### config.mk
export PLATFORM = sky130hd
export DESIGN_NAME = remult_seq
export DESIGN_NICKNAME = d
export VERILOG_FILES = /design/src/rtl/remult_seq.sv
export SDC_FILE = /design/constraint.sdc
export NUM_CORES = 1
export LEC_CHECK = 0
export ABC_AREA = 1
export CAP_MARGIN = 20
export CORE_ASPECT_RATIO = 0.75
export CORE_UTILIZATION = 52
export DETAILED_ROUTE_END_ITERATION = 7
export PLACE_DENSITY_LB_ADDON = 0.05
export RECOVER_POWER = 50
export SETUP_SLACK_MARGIN = 0.05
export SLEW_MARGIN = 30
export SYNTH_ARGS = -nofsm -noshare
export SYNTH_HDL_FRONTEND = slang
export SYNTH_SLANG_ARGS = --single-unit
### constraint.sdc
create_clock -name clk -period 3.8 [get_ports clk]
set_input_delay 0.76 -clock clk [delete_from_list [all_inputs] [get_ports clk]]
set_output_delay 0.76 -clock clk [all_outputs]
set_load 0.1 [all_outputs]
### src/rtl/remult_seq.sv
// remult_seq: sequential shift-add multiply-accumulate, y = q*d + r.
// Inverse of the 16-bit sequential divider: a quotient/remainder pair goes
// in and the original dividend comes back out. One adder, one multiplier bit
// per clock, fixed latency of WIDTH iterations with no early exit.
module remult_seq #(
    parameter int WIDTH = 16
) (
    input  logic                 clk,
    input  logic                 rst,
    input  logic                 i_start,
    input  logic [WIDTH-1:0]     i_q,
    input  logic [WIDTH-1:0]     i_d,
    input  logic [WIDTH-1:0]     i_r,
    output logic                 o_busy,
    output logic                 o_done,
    output logic [2*WIDTH-1:0]   o_y
);

    // Iteration counter only needs to reach WIDTH-1.
    localparam int CNT_W = (WIDTH > 1) ? $clog2(WIDTH) : 1;
    localparam logic [CNT_W-1:0] LAST_CNT = CNT_W'(WIDTH - 1);

    typedef enum logic [1:0] {
        IDLE = 2'd0,
        RUN  = 2'd1,
        DONE = 2'd2
    } state_t;

    state_t               r_state;
    state_t               w_stateNext;

    logic [2*WIDTH-1:0]   r_acc;
    logic [2*WIDTH-1:0]   r_mcand;
    logic [WIDTH-1:0]     r_mult;
    logic [CNT_W-1:0]     r_cnt;
    logic [2*WIDTH-1:0]   r_y;
    logic                 r_done;

    logic                 w_accept;
    logic                 w_lastIter;
    logic [2*WIDTH-1:0]   w_accNext;

    // A start is only honoured from IDLE; RUN and DONE both ignore it.
    assign w_accept   = (r_state == IDLE) && i_start;
    assign w_lastIter = (r_state == RUN) && (r_cnt == LAST_CNT);

    // The single adder: conditionally add the shifted multiplicand. The sum
    // never carries out because (2^W-1)^2 + (2^W-1) still fits in 2W bits.
    assign w_accNext = r_mult[0] ? (r_acc + r_mcand) : r_acc;

    // State register.
    always_ff @(posedge clk or posedge rst) begin
        if (rst) begin
            r_state <= IDLE;
        end else begin
            r_state <= w_stateNext;
        end
    end

    // Next-state logic: IDLE -> RUN on start, RUN -> DONE after the last
    // iteration, DONE always returns to IDLE one cycle later.
    always_comb begin
        w_stateNext = r_state;
        case (r_state)
            IDLE: begin
                if (w_accept) begin
                    w_stateNext = RUN;
                end
            end
            RUN: begin
                if (w_lastIter) begin
                    w_stateNext = DONE;
                end
            end
            DONE: begin
                w_stateNext = IDLE;
            end
            default: begin
                w_stateNext = IDLE;
            end
        endcase
    end

    // Datapath: operands are captured on the accepting edge only, so later
    // input changes cannot disturb an operation in flight.
    always_ff @(posedge clk or posedge rst) begin
        if (rst) begin
            r_acc   <= '0;
            r_mcand <= '0;
            r_mult  <= '0;
            r_cnt   <= '0;
        end else if (w_accept) begin
            r_acc   <= {{WIDTH{1'b0}}, i_r};
            r_mcand <= {{WIDTH{1'b0}}, i_d};
            r_mult  <= i_q;
            r_cnt   <= '0;
        end else if (r_state == RUN) begin
            r_acc   <= w_accNext;
            r_mcand <= r_mcand << 1;
            r_mult  <= r_mult >> 1;
            r_cnt   <= r_cnt + CNT_W'(1);
        end
    end

    // Result and completion strobe: y captures the final sum (including the
    // last iteration's add) on the DONE-entry edge and holds until the next
    // completion; done is a registered one-cycle pulse.
    always_ff @(posedge clk or posedge rst) begin
        if (rst) begin
            r_y    <= '0;
            r_done <= 1'b0;
        end else begin
            r_done <= w_lastIter;
            if (w_lastIter) begin
                r_y <= w_accNext;
            end
        end
    end

    assign o_busy = (r_state != IDLE);
    assign o_done = r_done;
    assign o_y    = r_y;

endmodule

==> results.md <==
- Status: finished, violations left
- Failing checks: max-capacitance violations, max-slew violations
- DR vias/cell: around 5.3
- Drt pass-1 iters: 7
- Capturing point of the worst reg2reg path: r_acc[0]
- Diodes inserted: 0
- CP arrival: around 3.4 ns
- Initial Utilization: between 50% and 60%
- Die area: about 15000 sq um
- Main flop type after synthesis: dfrtp_1
- Period utilisation layout: around four fifths
- RSZ-0062 raised after global routing: false
- Routed len/inst: between 15 and 20 um
- Number of synthesized flops with an enable pin: 0
- Startpoint Class: flip-flop
- WS Path Type: flip-flop to flip-flop
- H-tree levels: 4
- Setup violators final: 0
- Synthesized Nets: around 1100
- Worst Reg-to-Reg Cells: 7
- Final core area utilization: between 60% and 70%
- Via count: 7038
- Worst skew pair latency: roughly 0.42 ns
- CTS tree: built
- Fin nets: between 1000 and 1500
- Die Wd: between 100 and 150 um
- DPL Wire Length: between 10 and 15 mm
- Synth warn: 0
- DRT antenna net count: 0
- # IOs: 85
- Hold buffers post-CTS: 0
- GRT Total Usage: about 29%
- Reg2reg setup slack: a little under 0.7 ns
- Initial antenna violation count: 0
- Critical Path Start: r_state[0]
- TritonCTS Buffers: 17
- Clock Path Buffers: 2
- Row count: 37
- Syn Inst Count: around 1100
- Req. time, crit path: 4.10 ns
- DR DRC count: 0
- Die height: between 100 and 150 um
- Synth-to-Final Area Change: 21.2%
- Placed instance area: approximately 8500 sq um
- Fin Setup TNS: 0 ns
- Hold Path Depth: 2
- CTS root buf: clkbuf_16
- Cell Count, Final, Fillers Out: roughly 1300
- Max Clk Rate: 322 MHz
- Tmin final: 3.11 ns
- Synthesized area: ~7500 sq um
- I/O Buffers: 84
- Starting DRT DRC Count: 638
- Worst min-delay path category: flip-flop to flip-flop
- Hold EP: o_y[12]
- Asr flop ratio synth: 100%
- First-pass GRT wire length: ~33 mm
- Slew @ Worst Pin: ~2.2 ns
- Largest net degree at the start of global routing: 66
- Yosys reg bits: about 120
- Final WL: 20.2 mm
- Clk sink count: approximately 120
- Setup bufs post-CTS: 0
- FF-to-FF Start: r_state[0]
- Slew Limit Fails: between 40 and 50
- Grt total ovfl: 0
- Slew HR: -48.0%
- Number of max-cap violations: 1
- Syn avg cell area: just over 7 sq um
- Final Skew: around 0.013 ns
- Clock transition at path regs: roughly 0.060 ns
- Critical hold path startpoint: o_y[12]
- Seq/Total Area, Yosys: between 30% and 40%
- Post-CTS Resized: 0
- Distinct cell type count after synthesis: 35
- Core area: between 10000 and 15000 sq um
- Vias in the first global route: 6542
- Filler cells: 1236
- Placed cell count: roughly 1300
- Share of cells above drive strength 1: between 6 and 7%
- Critical Path End Type: flip-flop
- Fin area: between 9000 and 10000 sq um
- Placer congestion estimate: approximately 0.9
- Final hold vios: 0
- Worst-path fanout max: 43
-- cell usage in the layout (no fill, tap or decap), types with 15 or more instances in the layout --
cell type	n
o221ai_1	16
dfrtp_1	119
ha_1	32
o22ai_1	15
nand3_1	104
o21ai_0	16
nor2_1	43
or2_2	18
clkdlybuf4s50_1	82
clkbuf_16	17
inv_1	158
a21oi_1	23
nand2_1	413
-- logic make-up (layout without fill, tap and decap cells) --
family                     after synthesis  after routing  synth area share [%]
xor gates and xnor gates                15             15                  1.75
DFF                                    119            119                  39.8
and+or+nand+nor                        603            603                  34.0
muxes                                    1              1                 0.134
buffers and inverters                  197            287                  10.4
AOI/OAI and AO/OA                       96             96                  8.30
adders and majority gates               33             33                  5.61
-- cells in the mapped netlist, drive strengths merged, types with 2 or more instances --
master  instances  area share (%)
nor2           47             2.7
o22ai          15             1.3
clkbuf         14            0.70
o21ai          18             1.2
nor3            2            0.13
nand4           4            0.33
o221ai         16             1.9
nand2         418              21
o211ai         13             1.3
dfrtp         119              40
ha             32             5.3
xnor2           9             1.1
or2            18             1.5
inv           163             8.2
xor2            6            0.70
buf            20             1.5
o21bai          6            0.60
a21oi          23             1.5
nand3         113             8.2
-- worst max path at each step --
stage	to	slack (ns)	cells past startpoint
final	r_acc[0]	0.69	7
after global routing	r_acc[0]	0.45	7
after CTS	o_busy	0.98	3
after detailed placement	r_acc[10]	1.17	6
after global placement	r_acc[9]	1.24	6
after floorplan	o_done	1.58	1
-- per-layer routing --
| metal | vias up | GRT usage (%) | wire [um] |
|---|---|---|---|
| met5 | - | 0 | 0 |
| met4 | 0 | 8.46 | 289 |
| met3 | 30 | 6.98 | 1850 |
| met2 | 262 | 39.9 | 7740 |
| met1 | 3231 | 44.6 | 10300 |
| li1 | 3515 | - | - |
-- area by class of cell --
type	count	area (sq um)	area share (%)
Multi-Input combinational cell	748	3730	41.1
Tap cell	175	219	2.41
Timing Repair Buffer	92	906	9.98
Inverter	163	613	6.75
Clock buffer	18	439	4.84
Sequential cell	119	2980	32.8
Clock inverter	14	190	2.10
-- sequential cells by signal, indices dropped and copies added (netlist names) --
signal,cells
r_mcand,32
r_mult,16
r_cnt,4
o_done,1
r_state,2
r_acc,32
o_y,32
-- per-stage QoR --
| step | hold slack (ns) | setup WS, ns |
|---|---|---|
| 6_report | 0.477 | 0.693 |
| 5_1_grt | 0.494 | 0.453 |
| 4_1_cts | 0.481 | 0.979 |
| 3_5_place_dp | 0.465 | 1.17 |
| 3_3_place_gp | 0.463 | 1.24 |
| 2_1_floorplan | 0.459 | 1.58 |
-- critical path, stage by stage, from the launching register on --
cell	delay, ns
dfrtp_1	0.37
inv_1	0.09
nor2_4	0.03
buf_4	0.29
inv_1	0.18
clkbuf_1	1.60
a21oi_1	0.06
a221o_1	0.35
Power is not shown: default switching activity piles up to over one toggle a cycle in this logic, so the estimate is an artifact.
